### config.mk
export PLATFORM = sky130hd
export DESIGN_NAME = telemetry_rx
export DESIGN_NICKNAME = d
export VERILOG_FILES = /design/src/rtl/telemetry_rx_pkg.sv /design/src/rtl/telemetry_rx_uart.sv /design/src/rtl/telemetry_rx.sv
export SDC_FILE = /design/constraint.sdc
export NUM_CORES = 1
export LEC_CHECK = 0
export CORE_MARGIN = 5
export CORE_UTILIZATION = 30
export CTS_BUF_LIST = sky130_fd_sc_hd__clkbuf_4 sky130_fd_sc_hd__clkbuf_8
export CTS_CLUSTER_DIAMETER = 200
export DETAILED_ROUTE_END_ITERATION = 8
export PLACE_DENSITY = 0.55
export SLEW_MARGIN = 10
export SYNTH_ARGS = -nofsm -noshare
export SYNTH_HDL_FRONTEND = slang
export SYNTH_SLANG_ARGS = --single-unit
### constraint.sdc
create_clock -name clk -period 2.4 [get_ports clk]
set_clock_uncertainty 0.05 [all_clocks]
set_input_delay 0.48 -clock clk [delete_from_list [all_inputs] [get_ports clk]]
set_output_delay 0.48 -clock clk [all_outputs]
set_load 0.05 [all_outputs]
### src/rtl/telemetry_rx_pkg.sv
// Shared constants and types for the telemetry receiver slice.
// Latency: n/a (definitions only).
// Backpressure: n/a.
package telem_pkg;

  // Packet header bytes
  localparam logic [7:0] HDR0 = 8'hAA;
  localparam logic [7:0] HDR1 = 8'h55;

  // Payload bytes following the two-byte header
  localparam int PAY_BYTES = 6;

  // Packet parser state
  typedef enum logic [1:0] {
    PS_HDR1 = 2'd0,
    PS_HDR2 = 2'd1,
    PS_PAY  = 2'd2
  } parseState_t;

  // Byte receiver states (kept as plain constants for legacy tools)
  localparam logic [1:0] RX_IDLE  = 2'd0;
  localparam logic [1:0] RX_START = 2'd1;
  localparam logic [1:0] RX_DATA  = 2'd2;
  localparam logic [1:0] RX_STOP  = 2'd3;

endpackage

### src/rtl/telemetry_rx_uart.sv
// 8N1 UART byte receiver with 2-flop input synchronizer and mid-bit sampling.
// Latency: rdy/ferr one clock after the stop-bit sample (~9.5 bit times after start edge).
// Backpressure: none; rx_data holds until the next byte completes.
// Ports: clk/rst_n clock and async active-low reset; RX serial in (idle high);
//        rx_data received byte; rdy good-byte pulse; ferr bad-stop pulse;
//        idle high while waiting for a start edge.
module UART_rx
  import telem_pkg::*;
#(
  parameter int BAUD_DIV = 2604
) (
  input  logic       clk,
  input  logic       rst_n,
  input  logic       RX,
  output logic [7:0] rx_data,
  output logic       rdy,
  output logic       ferr,
  output logic       idle
);

  localparam int CW = $clog2(BAUD_DIV);
  localparam logic [CW-1:0] HALF_LAST = CW'(BAUD_DIV / 2 - 1);
  localparam logic [CW-1:0] FULL_LAST = CW'(BAUD_DIV - 1);

  logic          rxMeta;
  logic          rxSync;
  logic          rxPrev;
  logic [1:0]    state;
  logic [CW-1:0] baudCnt;
  logic [2:0]    bitCnt;
  logic [7:0]    shiftReg;
  logic          sampleNow;

  // START waits half a bit to land mid-bit; later states wait a full bit.
  assign sampleNow = (state == RX_START) ? (baudCnt == HALF_LAST)
                                         : (baudCnt == FULL_LAST);
  assign idle    = (state == RX_IDLE);
  assign rx_data = shiftReg;

  // Synchronizer plus one extra flop for falling-edge detection; all idle high.
  always_ff @(posedge clk or negedge rst_n) begin
    if (!rst_n) begin
      rxMeta <= 1'b1;
      rxSync <= 1'b1;
      rxPrev <= 1'b1;
    end else begin
      rxMeta <= RX;
      rxSync <= rxMeta;
      rxPrev <= rxSync;
    end
  end

  always_ff @(posedge clk or negedge rst_n) begin
    if (!rst_n) begin
      state    <= RX_IDLE;
      baudCnt  <= '0;
      bitCnt   <= '0;
      shiftReg <= '0;
      rdy      <= 1'b0;
      ferr     <= 1'b0;
    end else begin
      rdy  <= 1'b0;
      ferr <= 1'b0;
      if (state == RX_IDLE) begin
        baudCnt <= '0;
        bitCnt  <= '0;
        if (rxPrev && !rxSync) state <= RX_START;
      end else if (!sampleNow) begin
        baudCnt <= baudCnt + 1'b1;
      end else begin
        baudCnt <= '0;
        case (state)
          RX_START: state <= rxSync ? RX_IDLE : RX_DATA;  // high here = glitch
          RX_DATA: begin
            shiftReg <= {rxSync, shiftReg[7:1]};
            bitCnt   <= bitCnt + 3'd1;
            if (bitCnt == 3'd7) state <= RX_STOP;
          end
          default: begin
            rdy   <= rxSync;
            ferr  <= !rxSync;
            state <= RX_IDLE;
          end
        endcase
      end
    end
  end

endmodule

### src/rtl/telemetry_rx.sv
// Telemetry packet receiver: frames AA 55 + 6 payload bytes into batt/curr/torque.
// Latency: outputs and vld one clock after the last byte's rdy; frm_err one clock after cause.
// Backpressure: none; each new packet overwrites the outputs.
// Ports: clk/rst_n clock and async active-low reset; RX serial in;
//        batt/curr/torque 12-bit readings; vld update pulse; frm_err abort/bad-stop pulse.
module telemetry_rx
  import telem_pkg::*;
#(
  parameter int BAUD_DIV  = 2604,
  parameter int TMO_BYTES = 2
) (
  input  logic        clk,
  input  logic        rst_n,
  input  logic        RX,
  output logic [11:0] batt,
  output logic [11:0] curr,
  output logic [11:0] torque,
  output logic        vld,
  output logic        frm_err
);

  localparam int TMO_CLKS = TMO_BYTES * 10 * BAUD_DIV;
  localparam int TW = $clog2(TMO_CLKS + 1);
  localparam logic [TW-1:0] TMO_LAST = TW'(TMO_CLKS - 1);
  localparam logic [2:0]    IDX_LAST = 3'(PAY_BYTES - 1);

  logic [7:0]  rxData;
  logic        rxRdy;
  logic        rxFerr;
  logic        rxIdle;

  parseState_t pState;
  logic [2:0]  idx;
  logic [TW-1:0] tmoCnt;
  logic        tmoHit;

  // Shadows hold only the bits that reach the outputs.
  logic [3:0]  shBattHi;
  logic [7:0]  shBattLo;
  logic [3:0]  shCurrHi;
  logic [7:0]  shCurrLo;
  logic [3:0]  shTorqHi;

  UART_rx #(.BAUD_DIV(BAUD_DIV)) uRx (
    .clk    (clk),
    .rst_n  (rst_n),
    .RX     (RX),
    .rx_data(rxData),
    .rdy    (rxRdy),
    .ferr   (rxFerr),
    .idle   (rxIdle)
  );

  // A byte completing this cycle beats a coincident timeout.
  assign tmoHit = (pState != PS_HDR1) && rxIdle && (tmoCnt == TMO_LAST)
                  && !rxRdy && !rxFerr;

  // Counts consecutive receiver-idle clocks inside a packet.
  always_ff @(posedge clk or negedge rst_n) begin
    if (!rst_n) begin
      tmoCnt <= '0;
    end else if (pState == PS_HDR1 || rxRdy || rxFerr || !rxIdle || tmoHit) begin
      tmoCnt <= '0;
    end else begin
      tmoCnt <= tmoCnt + 1'b1;
    end
  end

  always_ff @(posedge clk or negedge rst_n) begin
    if (!rst_n) begin
      pState   <= PS_HDR1;
      idx      <= '0;
      shBattHi <= '0;
      shBattLo <= '0;
      shCurrHi <= '0;
      shCurrLo <= '0;
      shTorqHi <= '0;
      batt     <= '0;
      curr     <= '0;
      torque   <= '0;
      vld      <= 1'b0;
      frm_err  <= 1'b0;
    end else begin
      vld     <= 1'b0;
      frm_err <= 1'b0;
      if (rxFerr || tmoHit) begin
        // Abort: partial shadows are simply overwritten by the next packet.
        frm_err <= 1'b1;
        pState  <= PS_HDR1;
        idx     <= '0;
      end else if (rxRdy) begin
        case (pState)
          PS_HDR1: if (rxData == HDR0) pState <= PS_HDR2;
          PS_HDR2: begin
            if (rxData == HDR1) begin
              pState <= PS_PAY;
              idx    <= '0;
            end else if (rxData != HDR0) begin
              pState <= PS_HDR1;  // a repeated AA may still start a packet
            end
          end
          default: begin
            if (idx == IDX_LAST) begin
              batt   <= {shBattHi, shBattLo};
              curr   <= {shCurrHi, shCurrLo};
              torque <= {shTorqHi, rxData};
              vld    <= 1'b1;
              pState <= PS_HDR1;
              idx    <= '0;
            end else begin
              case (idx)
                3'd0:    shBattHi <= rxData[3:0];
                3'd1:    shBattLo <= rxData;
                3'd2:    shCurrHi <= rxData[3:0];
                3'd3:    shCurrLo <= rxData;
                default: shTorqHi <= rxData[3:0];
              endcase
              idx <= idx + 3'd1;
            end
          end
        endcase
      end
    end
  end

endmodule

---- Word-level counts from Yosys, hierarchy flattened ----
Cells that the tools add are included.
word-level totals
  register bits ........................... 117
  input port bits ......................... 3
  output and inout port bits .............. 38
  logic and storage cells ................. 123
cells by class
  add/sub/neg operators ................... 4
  equal/unequal tests ..................... 20
  muxes and demuxes ....................... 36
  bitwise operators ....................... 5
  reductions and logical operators ........ 36
operators by type and width
  operator                 count
  $reduce_and A5 Y1        5
  $mux W12                 2
  $mux W2                  11
  $mux W3                  7
  $add A16 B1 Y16 const B  1
  $eq A16 B16 Y1 const B   1
  $mux W16                 1
  $add A12 B1 Y12 const B  1
  $eq A12 B11 Y1 const B   1
  $eq A12 B12 Y1 const B   1
  $mux W1                  12
  $reduce_and A3 Y1        3
  $eq A8 B7 Y1 const B     1
  $eq A8 B8 Y1 const B     1
  $ne A8 B8 Y1 const B     1
  $pmux W2 S2              2
  $reduce_and A4 Y1        2
  $reduce_bool A2 Y1       4
  $add A3 B1 Y3 const B    2
  $eq A3 B2 Y1 const B     2
  $eq A3 B3 Y1 const B     2
  $pmux W3 S2              1
  $logic_and A1 B1 Y1      5
  $logic_or A1 B1 Y1       5
  16 further kinds         27

---- Longest topological paths before layout ----
  depth after elaboration ................. 8
  mapped depth ............................ 8
  gate-level depth less buffers ........... 7

---- By module ----
From an unflattened synthesis, not the netlist that was laid out.
unflattened totals
  cells, all modules ...................... 381
  area, all modules ....................... 5053.6 µm²
by module, submodules not included
  module        times used  cells each  area an instance (µm²)  sequential area each (µm²)
  telemetry_rx  1           262         3627.2                  2177.1
  UART_rx       1           119         1426.4                  754.5

---- Least setup slack after synthesis ----
OpenSTA, ideal clock, no wires.
  path type ............................... reg-to-reg
  from .................................... register tmoCnt[0]
  to ...................................... register tmoCnt[10]
  setup time .............................. 0.119 ns
  arrival ................................. 1.848 ns
  data required time ...................... 2.231 ns
  path slack .............................. 0.383 ns
  stages on the path, launching flop included .. 9
  buffers on the path ..................... 2
  clock period less this slack ............ 2.017 ns
  cells stage by stage .................... dfrtp_1 > ha_1 > nand3_2 > or4_1 > nor4_2 > or3b_1 > buf_6 > buf_12 > nor2_1
on the way
  word-level cells in the longest chain between the ends .. 6
  elaborated cells between the ends (all ways) .. 7
  those cells by class .................... add/sub: 1; eq/ne: 1; mux: 1; reduce/logical: 4
ends and longest elaborated chain
  element                                                                  line                source
  start: declaration                                                       telemetry_rx.sv:34  logic [TW-1:0] tmoCnt;
  start signal: assignment                                                 telemetry_rx.sv:65  tmoCnt <= tmoCnt + 1'b1;
  parallel branches: the longest is 5 deep, another holds $add A16 B1 Y16  --
  $mux W16 (*)                                                             telemetry_rx.sv:62  end else if (pState == PS_HDR1 || rxRdy || rxFerr || !rxIdle || tmoHit) begin
Every way passes the cells marked *.
A chain may end at the register's enable or synchronous reset.

---- Worst setup path after layout ----
  from .................................... register batt[7]
  to ...................................... output port batt[7]
RTL lines
  element                   line                 source
  start: declaration        telemetry_rx.sv:15   output logic [11:0] batt,
  start signal: assignment  telemetry_rx.sv:104  batt <= {shBattHi, shBattLo};
No word-level cell between the ends.

==> run summary <==
YS warnings: 0
Grt total ovfl: 0
Post-cts resize count: 0
# rows: 47
Unrepaired setup endpoints after global routing: no
CTS max path bufs: 2
Worst Hold End: uRx.rxSync
Placer Congestion: 0.7532
Worst R2R Start: uRx.state[1]
Post-synthesis cell count: 384
Flop and latch count out of synthesis: 117
Maximum VDD drop: 0.3133 mV
Max FO, Critical Path: 2
WL/cell: 14.27 um
DRC Markers: 0
Pins Over Slew Limit: 0
Layout cells sized above 1: 0.2711
Yosys cell types: 48
Worst path cell trace: clkdlybuf4s50_1
Fin crit share: 0.8961
Hold_sp: uRx.rxMeta
Clock share of power: 0.458
Power Density: 695.1 mW/mm2
Drt via density: 4.557
Post-detailed-routing wire length: 9559 um
Top delay family on crit path: buffers and inverters
Die H: 139.1 um
Cells after DPL: 637
1st-iter DRT viols: 145
Relative slew slack: 0.6276
Syn_nets: 396
WP data required: 1870 ps
Switching share of power: 0.2228
Max incr delay on CP: 810 ps
CTS tree: done
F_max: 0.4650 GHz
Clk_lat worst skew: 430 ps
WHS Path Cells: 0
Seq pwr share: 0.493
Max-cap violations: 0
Vias: 3,053
Vias in the first global route: 3,150
I/O Buffers: 40
Reg clk slew, reported paths: 70 ps
Fin util: 0.3704
Setup slack, reg-to-reg: 270 ps
DP HPWL: 6432 um
Hold Buf Count CTS: 1
Main synth FF type: dfrtp_1
Global-route wire length before repair: 16,480 um
Post-route ant nets: 0
Final Power: 4.240 mW
R2R cell count: 6
Mapped cell area: 0.005001 mm2
Crit end category: output port
Core box area: 0.01647 mm2
Largest net degree at the start of global routing: 48
Async SR Flop Fraction: 1.000
Chip Width: 139.1 um
TNS Setup: 0 ps
Nets: 449
Hold Slack: 307.3 ps
Status: finished, final reports clean
Worst setup SP type: flop
P_int: 3.295 mW
Post-CTS Setup Bufs: 0
Logic pwr share: 0.049
# setup viols final: 0
CTS buffer count: 17
Non-filler instance count after layout: 670
Initial Util: 0.3037
Sequential area share after synthesis: 0.5862
Die ar.: 0.01935 mm2
Leakage: 2.805 nW
Crit Path Class: flop to output port
EDFF count, synth: 0
Syn Area/Cell: 13.02 um2
Crit path buf inv count: 1
Clock root buffer: clkbuf_8
Hold Crit Class: flop to flop
Diodes inserted: 0
Fin crit period: 2151 ps
Area grow syn2layout: 21.97%
I/O pin count: 41
Pre-Repair DR Iteration Count: 4
Global Route Usage Sum: 0.1064
Final Hold Vio Count: 0
H-tree depth: 4
# clock sinks: 117
Slowest-stage cell, CP: clkdlybuf4s50_1
Worst path arrival time: 1620 ps
Net Switching: 944.7 uW
Antenna violations before repair: 0
Worst R2R End: uRx.state[0]
Worst Tran Pin Value: 553.5 ps
==> layer usage <==
metal  up-vias  GRT usage  wire length (um)
li1       1443          -                 -
met1      1562     0.1412              4603
met2        35     0.1593              4469
met3        13    0.03379               311
met4         0    0.04789               174
met5         -          0                 0
==> synth_stat cells (4+ instances only) <==
cell type    n  area [um2]
nand4_1      8       50.05
nor3_1       4       20.02
inv_1       11       41.29
o21ai_0      4       20.02
nand2_1     17       63.81
a21oi_1      6       30.03
clkbuf_1     5       18.77
nor4_1       5       31.28
nand3_1      8       40.04
dfrtp_1    114        2853
mux2_2      64       720.7
nor2_1      42       157.7
ha_1         9       112.6
xor2_1      12       105.1
mux2_4       8       120.1
xnor2_1     12       105.1
==> metrics by stage <==
stage	cell area, um2	worst slack [ps]
2_1_floorplan	5001	383.2
3_3_place_gp	5652	303.3
3_5_place_dp	5652	253.1
4_1_cts	6100	196.6
5_1_grt	6100	118.0
6_report	6100	249.4
==> sequential cells by signal, indices dropped and copies added, names as in the netlist, 4 cells and up <==
name         flops
uRx.baudCnt     12
uRx.rx_data      8
shTorqHi         4
shCurrLo         8
torque          12
batt            12
tmoCnt          16
shBattLo         8
curr            12
shCurrHi         4
shBattHi         4
==> placed cells by master (no fill, tap or decap), types with 3 or more instances in the layout <==
cell             instances
xnor2_1                 12
nand2b_1                 3
bufinv_16                3
mux2i_1                  3
mux2_2                  64
clkbuf_8                22
buf_4                    6
a21oi_1                  6
nor4_1                   5
clkinv_2                 3
and3_1                   3
nand3_1                  8
dfstp_2                  3
o21ai_0                  4
nand2_1                 17
ha_1                     9
nand3b_1                 3
mux2_4                   8
nor3_1                   4
nor2_1                  42
xor2_1                  12
nand4_1                  8
dfrtp_1                114
o211ai_1                 3
clkdlybuf4s50_1         39
inv_1                   11
==> worst max path at each step <==
stage	startpoint	to	slack [ps]	depth (start not counted)
after global routing	tmoCnt[0]	tmoCnt[9]	120	7
after global placement	tmoCnt[0]	tmoCnt[3]	300	7
after CTS	batt[7]	batt[7]	200	1
after floorplan	tmoCnt[0]	tmoCnt[10]	380	8
final	batt[7]	batt[7]	250	1
after detailed placement	tmoCnt[0]	tmoCnt[3]	250	7
==> area by class of cell <==
type	instances	area, um2
multi-input combinational	242	1928
inverter	11	41.29
clock inverter	8	120.1
sequential	117	2932
clock buffer	24	317.8
fill	1595	10370
tap	220	275.3
timing repair buffer	48	485.5
==> cell families (layout without fill, tap and decap cells) <==
logic type | count (synthesis) | count (layout) | share of synthesized area
simple gates | 114 | 114 | 0.1196
xor+xnor | 24 | 24 | 0.04203
mux | 75 | 75 | 0.1741
compound gates | 20 | 20 | 0.02627
buf+inv | 25 | 91 | 0.02927
fa+ha+maj | 9 | 9 | 0.02252
flops | 117 | 117 | 0.5862
==> power by group through the flow <==
stage	Combinational [mW]	Clock, mW	Sequential (mW)
final	0.209	1.94	2.09
after global routing	0.243	2.09	2.10
after detailed placement	0.215	0	2.13
after floorplan	0.143	0	2.10
after CTS	0.216	2.00	2.09
after global placement	0.203	0	2.12
Power figures use the tool's default switching activity.
